$ cat src/rtl/digit_pkg.sv
// Shared definitions for the digit argmax sequencer: FSM encoding, class count, slot map.
// No logic, no latency, no backpressure.
package digit_pkg;

    localparam int         NUM_CLASSES   = 10;
    localparam logic [3:0] DIGIT_INVALID = 4'hF;

    typedef enum logic [1:0] {
        ST_COLLECT = 2'd0,
        ST_LAUNCH  = 2'd1,
        ST_WAIT    = 2'd2,
        ST_HOLD    = 2'd3
    } state_t;

    // The engine reports digit = 9 - slot, so digit k lives in slot 9 - k.
    function automatic logic [3:0] slot_of(input logic [3:0] k);
        return 4'(NUM_CLASSES - 1) - k;
    endfunction

endpackage

$ cat src/rtl/digit_score_packer.sv
// Packs a 10-beat score frame into the engine bus and checks framing.
// Single-cycle frame_done/frame_err flags on the accepting beat; caller gates beat_vld_i with its ready.
module digit_score_packer
    import digit_pkg::*;
#(
    parameter int WIDTH = 32
) (
    input  logic                         clk,
    input  logic                         reset,
    input  logic                         beat_vld_i,
    input  logic [WIDTH-1:0]             beat_dat_i,
    input  logic                         beat_last_i,
    output logic                         frame_done_o,
    output logic                         frame_err_o,
    output logic [3:0]                   index_o,
    output logic [NUM_CLASSES*WIDTH-1:0] nums_o
);

    logic [3:0]                   index_q, index_d;
    logic [NUM_CLASSES*WIDTH-1:0] nums_q;
    logic                         is_end;

    always_comb begin
        is_end       = (index_q == 4'(NUM_CLASSES - 1));
        frame_done_o = beat_vld_i & is_end & beat_last_i;
        // s_last on the wrong beat, or no s_last on the tenth beat
        frame_err_o  = beat_vld_i & (is_end ^ beat_last_i);
        index_d      = index_q;
        if (beat_vld_i) begin
            index_d = (is_end | beat_last_i) ? 4'd0 : 4'(index_q + 4'd1);
        end
    end

    always_ff @(posedge clk) begin
        if (reset) begin
            index_q <= 4'd0;
            nums_q  <= '0;
        end else begin
            index_q <= index_d;
            if (beat_vld_i) begin
                nums_q[int'(slot_of(index_q))*WIDTH +: WIDTH] <= beat_dat_i;
            end
        end
    end

    assign index_o = index_q;
    assign nums_o  = nums_q;

endmodule

$ cat src/rtl/digit_argmax_ctrl.sv
// Sequencer around the 10-way argmax engine; optional done watchdog under DIGIT_ARGMAX_TIMEOUT_EN.
// Last beat to r_valid is 6 cycles with a 4-cycle engine; s_ready low from LAUNCH until the result is taken.
module digit_argmax_ctrl #(
    parameter int WIDTH          = 32,
    parameter int NUM_CLASSES    = 10,
    parameter int TIMEOUT_CYCLES = 16
) (
    input  logic                         clk,
    input  logic                         reset,
    input  logic                         s_valid,
    output logic                         s_ready,
    input  logic [WIDTH-1:0]             s_data,
    input  logic                         s_last,
    output logic                         eng_start,
    output logic [NUM_CLASSES*WIDTH-1:0] eng_nums,
    input  logic                         eng_done,
    input  logic [3:0]                   eng_digit,
    output logic                         r_valid,
    input  logic                         r_ready,
    output logic [3:0]                   r_digit,
    output logic                         frame_err,
    output logic                         busy
);
    import digit_pkg::*;

    if (NUM_CLASSES != 10 || TIMEOUT_CYCLES < 1) begin : g_param_check
        $error("digit_argmax_ctrl: NUM_CLASSES must be 10 and TIMEOUT_CYCLES at least 1");
    end

    state_t     state_q, state_d;
    logic       r_valid_q, r_valid_d;
    logic [3:0] r_digit_q, r_digit_d;
    logic       frame_err_q, frame_err_d;
    logic       beat_vld, frame_done, pack_err, timeout_hit;
    logic [3:0] pack_index;

    assign beat_vld = s_valid & s_ready;

    digit_score_packer #(.WIDTH(WIDTH)) u_packer (
        .clk          (clk),
        .reset        (reset),
        .beat_vld_i   (beat_vld),
        .beat_dat_i   (s_data),
        .beat_last_i  (s_last),
        .frame_done_o (frame_done),
        .frame_err_o  (pack_err),
        .index_o      (pack_index),
        .nums_o       (eng_nums)
    );

`ifdef DIGIT_ARGMAX_TIMEOUT_EN
    localparam int CNT_W = $clog2(TIMEOUT_CYCLES + 1);
    logic [CNT_W-1:0] cnt_q;

    // Zero outside WAIT, so it is already clear on entry.
    always_ff @(posedge clk) begin
        if (reset || state_q != ST_WAIT) cnt_q <= '0;
        else                             cnt_q <= CNT_W'(cnt_q + 1'b1);
    end

    assign timeout_hit = (state_q == ST_WAIT) && (cnt_q == CNT_W'(TIMEOUT_CYCLES - 1));
`else
    assign timeout_hit = 1'b0;
`endif

    always_comb begin
        state_d     = state_q;
        r_valid_d   = r_valid_q;
        r_digit_d   = r_digit_q;
        frame_err_d = pack_err;
        case (state_q)
            ST_COLLECT: if (frame_done) state_d = ST_LAUNCH;
            ST_LAUNCH:  state_d = ST_WAIT;
            ST_WAIT: begin
                if (eng_done) begin
                    r_digit_d = eng_digit;
                    r_valid_d = 1'b1;
                    state_d   = ST_HOLD;
                end else if (timeout_hit) begin
                    r_digit_d   = DIGIT_INVALID;
                    r_valid_d   = 1'b1;
                    frame_err_d = 1'b1;
                    state_d     = ST_HOLD;
                end
            end
            ST_HOLD: begin
                if (r_ready) begin
                    r_valid_d = 1'b0;
                    state_d   = ST_COLLECT;
                end
            end
            default: state_d = ST_COLLECT;
        endcase
    end

    always_ff @(posedge clk) begin
        if (reset) begin
            state_q     <= ST_COLLECT;
            r_valid_q   <= 1'b0;
            r_digit_q   <= 4'd0;
            frame_err_q <= 1'b0;
        end else begin
            state_q     <= state_d;
            r_valid_q   <= r_valid_d;
            r_digit_q   <= r_digit_d;
            frame_err_q <= frame_err_d;
        end
    end

    assign s_ready   = (state_q == ST_COLLECT);
    assign eng_start = (state_q == ST_LAUNCH);
    assign r_valid   = r_valid_q;
    assign r_digit   = r_digit_q;
    assign frame_err = frame_err_q;
    assign busy      = !((state_q == ST_COLLECT) && (pack_index == 4'd0));

endmodule

$ cat config.mk
export PLATFORM = sky130hd
export DESIGN_NAME = digit_argmax_ctrl
export DESIGN_NICKNAME = d
export VERILOG_FILES = /design/src/rtl/digit_pkg.sv /design/src/rtl/digit_score_packer.sv /design/src/rtl/digit_argmax_ctrl.sv
export SDC_FILE = /design/constraint.sdc
export NUM_CORES = 1
export LEC_CHECK = 0
export ABC_AREA = 1
export CAP_MARGIN = 20
export CORE_MARGIN = 3
export CORE_UTILIZATION = 48
export CTS_CLUSTER_SIZE = 16
export DETAILED_ROUTE_END_ITERATION = 10
export PLACE_DENSITY_LB_ADDON = 0.2
export SYNTH_ARGS = -nofsm -noshare
export SYNTH_HDL_FRONTEND = slang
export SYNTH_SLANG_ARGS = --single-unit
export TNS_END_PERCENT = 5
$ cat constraint.sdc
create_clock -name clk -period 3 [get_ports clk]
set_clock_uncertainty 0.15 [all_clocks]
set_input_delay 0.3 -clock clk [delete_from_list [all_inputs] [get_ports clk]]
set_output_delay 0.3 -clock clk [all_outputs]
set_load 0.03 [all_outputs]
==> tab_implementation.tex <==
\begin{tabular}{lr}
\hline
Metric & Value \\
\hline
\multicolumn{2}{l}{\textbf{Synth}} \\
\quad Share of synthesized area spent on multiplexers & 0\% \\
\quad Synth top cells by count & 598 x sky130\_fd\_sc\_hd\_\_nor2\_1, 339 x sky130\_fd\_sc\_hd\_\_nand2\_1, 332 x sky130\_fd\_sc\_hd\_\_dfxtp\_1 \\
\quad Largest family of logic cells by synthesized area & simple AND/OR/NAND/NOR gates \\
\quad Synth warnings & 0 \\
\quad Number of distinct library cell variants in the gate-level netlist after synthesis & 25 \\
\quad Post-synthesis share of cell area spent on xor and xnor gates & 0.121\% \\
\quad Complex-gate fraction of the synthesized area & 12.2\% \\
\quad Post-synthesis adder-cell area fraction & 1.31\% \\
\quad Count of mapped cells out of synthesis & between 1.5k and 2k \\
\quad Share of synthesized area occupied by flip-flops and latches & 49.6\% \\
\quad Post-synth net total & 1990 \\
\quad Number of synthesized flops with an enable pin & 0 \\
\quad Proportion of register bits with asynchronous set or reset after synthesis & 0\% \\
\quad Ys flop type & sky130\_fd\_sc\_hd\_\_dfxtp\_1 \\
\quad Post-synth top area cell & sky130\_fd\_sc\_hd\_\_dfxtp\_1 \\
\quad Count leader, synth & sky130\_fd\_sc\_hd\_\_nor2\_1 \\
\quad Synthesis-stage register bit count & 332 \\
\quad Top cells by area in the synthesized netlist & sky130\_fd\_sc\_hd\_\_dfxtp\_1 50\%, sky130\_fd\_sc\_hd\_\_nor2\_1 17\%, sky130\_fd\_sc\_hd\_\_nand2\_1 9.5\% \\
\quad Post-synthesis average cell area & 6.92 um\^{}2 \\
\quad Share of the synthesized area in the top cell type & 49.6\% \\
\quad Post-synthesis share of cell area spent on and, or, nand and nor gates & around 29\% \\
\quad Area of the mapped netlist & 13400 um\^{}2 \\
\multicolumn{2}{l}{\textbf{Cells and area}} \\
\quad Synth-to-layout area growth & 39.0\% \\
\quad Share of post-route cells with drive strength above 1 & 5.15\% \\
\quad Non-filler instance count after layout & 2644 \\
\quad Final Cell Area & 18600 um\^{}2 \\
\quad Number of nets in the layout & 2302 \\
\multicolumn{2}{l}{\textbf{Timing}} \\
\quad Number of pins exceeding their max-slew limit in the final report & 0 \\
\quad Final setup viols & 0 \\
\quad Relative slew slack & about 51\% \\
\quad Post-route worst setup slack & 0.230 ns \\
\quad Final Hold Viols & 0 \\
\quad Time the worst path needs with I/O delays and setup & approximately 2.8 ns \\
\quad Transition time at the pin with the least slew margin & roughly 0.74 ns \\
\quad Period utilization & 92.3\% \\
\quad Unrepaired setup endpoints after global routing & yes \\
\quad Top achievable clock speed & 361 MHz \\
\quad Accumulated negative setup slack & 0 ns \\
\multicolumn{2}{l}{\textbf{Placement}} \\
\quad Routability-driven placement congestion ratio & 0.924 \\
\quad Number of cells in the design after placement & roughly 2.6k \\
\quad Placed Instance Area & $\sim$17000 um\^{}2 \\
\quad Detailed-placement wirelength estimate & 33300 um \\
\quad Pre-CTS setup slack & 0.170 ns \\
\quad Number of buffers added on ports & 370 \\
\multicolumn{2}{l}{\textbf{Floorplanning}} \\
\quad I/O Pins & 371 \\
\quad Core Footprint & 27200 um\^{}2 \\
\quad Total number of placement rows & 60 \\
\quad Chip height & 173 um \\
\quad Initial Utilization & about 49\% \\
\quad Die Footprint & 29900 um\^{}2 \\
\quad Horiz. Die Dim & 173 um \\
\multicolumn{2}{l}{\textbf{Route}} \\
\quad Via density per instance & 5.19 \\
\quad Routed wire length & 49200 um \\
\quad Remaining routing DRC violations & 0 \\
\quad Remaining antenna violation count after routing & 0 \\
\quad Routed wirelength normalized by instance count & around 19 um \\
\quad Count of vias placed by the detailed router & 13.7k \\
\quad Number of design-rule violations left by the first detailed-router iteration & 1347 \\
\quad Count of TritonRoute iterations in the first routing pass & 7 \\
\multicolumn{2}{l}{\textbf{CTS}} \\
\quad Insertion delay of the later-clocked pin in the worst-skew pair & 0.51 ns \\
\quad Clock-pin slew of the registers on the worst-case setup and hold paths & about 0.060 ns \\
\quad Number of buffers inserted during clock tree synthesis & 36 \\
\quad Cell chosen for the clock root & sky130\_fd\_sc\_hd\_\_clkbuf\_16 \\
\quad Post-CTS Setup Bufs & 0 \\
\quad Count of clock tree sinks & $\sim$330 \\
\quad Deepest level of the CTS H-tree & 2 \\
\quad CTS tree & done \\
\quad CTS Buffer Depth & 3 \\
\multicolumn{2}{l}{\textbf{Power and ir drop}} \\
\quad Lkg Pwr & 0.00791 uW \\
\quad Pwr Total & roughly 14000 uW \\
\quad Areal power density over the cells & roughly 750 nW/um\^{}2 \\
\quad Max rail drop VDD & 0.000428 V \\
\multicolumn{2}{l}{\textbf{Worst setup path}} \\
\quad Critical path capture point type & flip-flop \\
\quad Required arrival time at the worst endpoint & around 3.3 ns \\
\quad Worst setup path class & flip-flop to flip-flop \\
\quad Critical-path maximum fanout & 32 \\
\quad Kind of launch point of the worst setup path & flip-flop \\
\quad Arrival time reported for the critical path endpoint & 3.06 ns \\
\multicolumn{2}{l}{\textbf{Global route}} \\
\quad GRT Total Usage & 31.6\% \\
\quad Number of global-route vias before repair & 12.9k \\
\quad Number of antenna violations at the first check in global routing & 1 \\
\quad Global-route wire length before repair & 74900 um \\
\quad Residual overflow from global routing & 0 \\
\quad Maximum number of pins on one net before global-route repair & 87 \\
\multicolumn{2}{l}{\textbf{Run}} \\
\quad Reported max-cap violation count & 0 \\
\multicolumn{2}{l}{\textbf{Min path}} \\
\quad Path category of the worst min-delay check & primary input to flip-flop \\
\multicolumn{2}{l}{\textbf{Outcome}} \\
\quad Outcome & complete, no violations \\
\hline
\end{tabular}
## logic make-up after synthesis
logic type / Yosys count
AOI/OAI and AO/OA: 325
adders and majority gates: 14
xor gates and xnor gates: 1
DFF: 332
buffers and inverters: 251
and+or+nand+nor: 1011
## layer usage
metal  routed length [um]  track usage, %  vias to the layer above
li1                     -               -                     6679
met1                20100            40.9                     6246
met2                21700            48.7                      662
met3                 4840            9.00                      130
met4                 2440            14.7                        2
met5                   62            1.44                        -
## layout make-up
class,instances,area [um^2]
Antenna cell,1,2.50
Clock buffer,54,1100
Clock inverter,9,76.3
Fill cell,2341,8570
Inverter,123,469
Multi-Input combinational cell,1351,5790
Sequential cell,332,6650
Tap cell,372,465
Timing Repair Buffer,402,4060
## worst max-delay path: stages (launching register included)
cell and delay (ns):
sky130_fd_sc_hd__dfxtp_1 0.35, sky130_fd_sc_hd__inv_1 0.08, sky130_fd_sc_hd__ha_1 0.22, sky130_fd_sc_hd__ha_1 0.30
sky130_fd_sc_hd__inv_1 0.06, sky130_fd_sc_hd__ha_1 0.32, sky130_fd_sc_hd__inv_2 0.08, sky130_fd_sc_hd__nor2_2 0.18
sky130_fd_sc_hd__nand4_1 0.17, sky130_fd_sc_hd__inv_2 0.51, sky130_fd_sc_hd__o21ai_0 0.15, sky130_fd_sc_hd__nor2_1 0.11
## repair_timing
action,4_1_cts,5_1_grt
resized for setup,0,5
hold buffers,0,0
endpoints found under the setup margin,0,81
## stage by stage
step,utilization [%],hold slack (ns)
finish,68.5,0.288
detailed placement,64.1,0.308
global route,68.5,0.293
floorplan,-,0.285
global placement,64.1,0.303
CTS,68.4,0.276
## layout by cell type (no fill, tap or decap), types with 4 or more instances in the layout
cell type / synthesis / layout
sky130_fd_sc_hd__nor2_1: 598 / 595
sky130_fd_sc_hd__clkdlybuf4s50_1: 0 / 370
sky130_fd_sc_hd__nand2_1: 339 / 338
sky130_fd_sc_hd__dfxtp_1: 332 / 332
sky130_fd_sc_hd__o21ai_1: 158 / 158
sky130_fd_sc_hd__inv_1: 110 / 110
sky130_fd_sc_hd__a21oi_1: 103 / 103
sky130_fd_sc_hd__o21ai_0: 61 / 61
sky130_fd_sc_hd__clkbuf_16: 0 / 37
sky130_fd_sc_hd__nor3_1: 35 / 35
sky130_fd_sc_hd__nand3_1: 23 / 23
sky130_fd_sc_hd__buf_4: 1 / 20
sky130_fd_sc_hd__ha_1: 14 / 14
sky130_fd_sc_hd__inv_2: 11 / 11
sky130_fd_sc_hd__clkbuf_8: 0 / 11
sky130_fd_sc_hd__buf_12: 0 / 8
sky130_fd_sc_hd__clkinv_2: 0 / 7
sky130_fd_sc_hd__clkbuf_1: 87 / 6
sky130_fd_sc_hd__nor2_2: 4 / 5
sky130_fd_sc_hd__buf_6: 0 / 4
## path summary, 6_finish.rpt
kind / slack (ns) / from / cells after the start / endpoint
max: 0.23 / u_packer.index_o[2] / 11 / u_packer.nums_o[192]
min: 0.29 / eng_digit[2] / 3 / r_digit[2]
max reg2reg: 0.23 / u_packer.index_o[2] / 11 / u_packer.nums_o[192]
min reg2reg: 0.31 / u_packer.nums_o[20] / 2 / u_packer.nums_o[20]
## power by group
group,switching (uW),leakage (uW),internal (uW)
combinational,3150,0.00464,1390
sequential,275,0.00268,4830
clock,1790,0.000590,2620
## state kept, by name (all words and copies together), names as in the netlist
| signal | count |
|---|---|
| u_packer.nums_o | 320 |
| r_digit | 4 |
| u_packer.index_o | 4 |
| state_q | 2 |
| frame_err | 1 |
| r_valid | 1 |
Note: power is estimated with default switching activity, not from simulation.
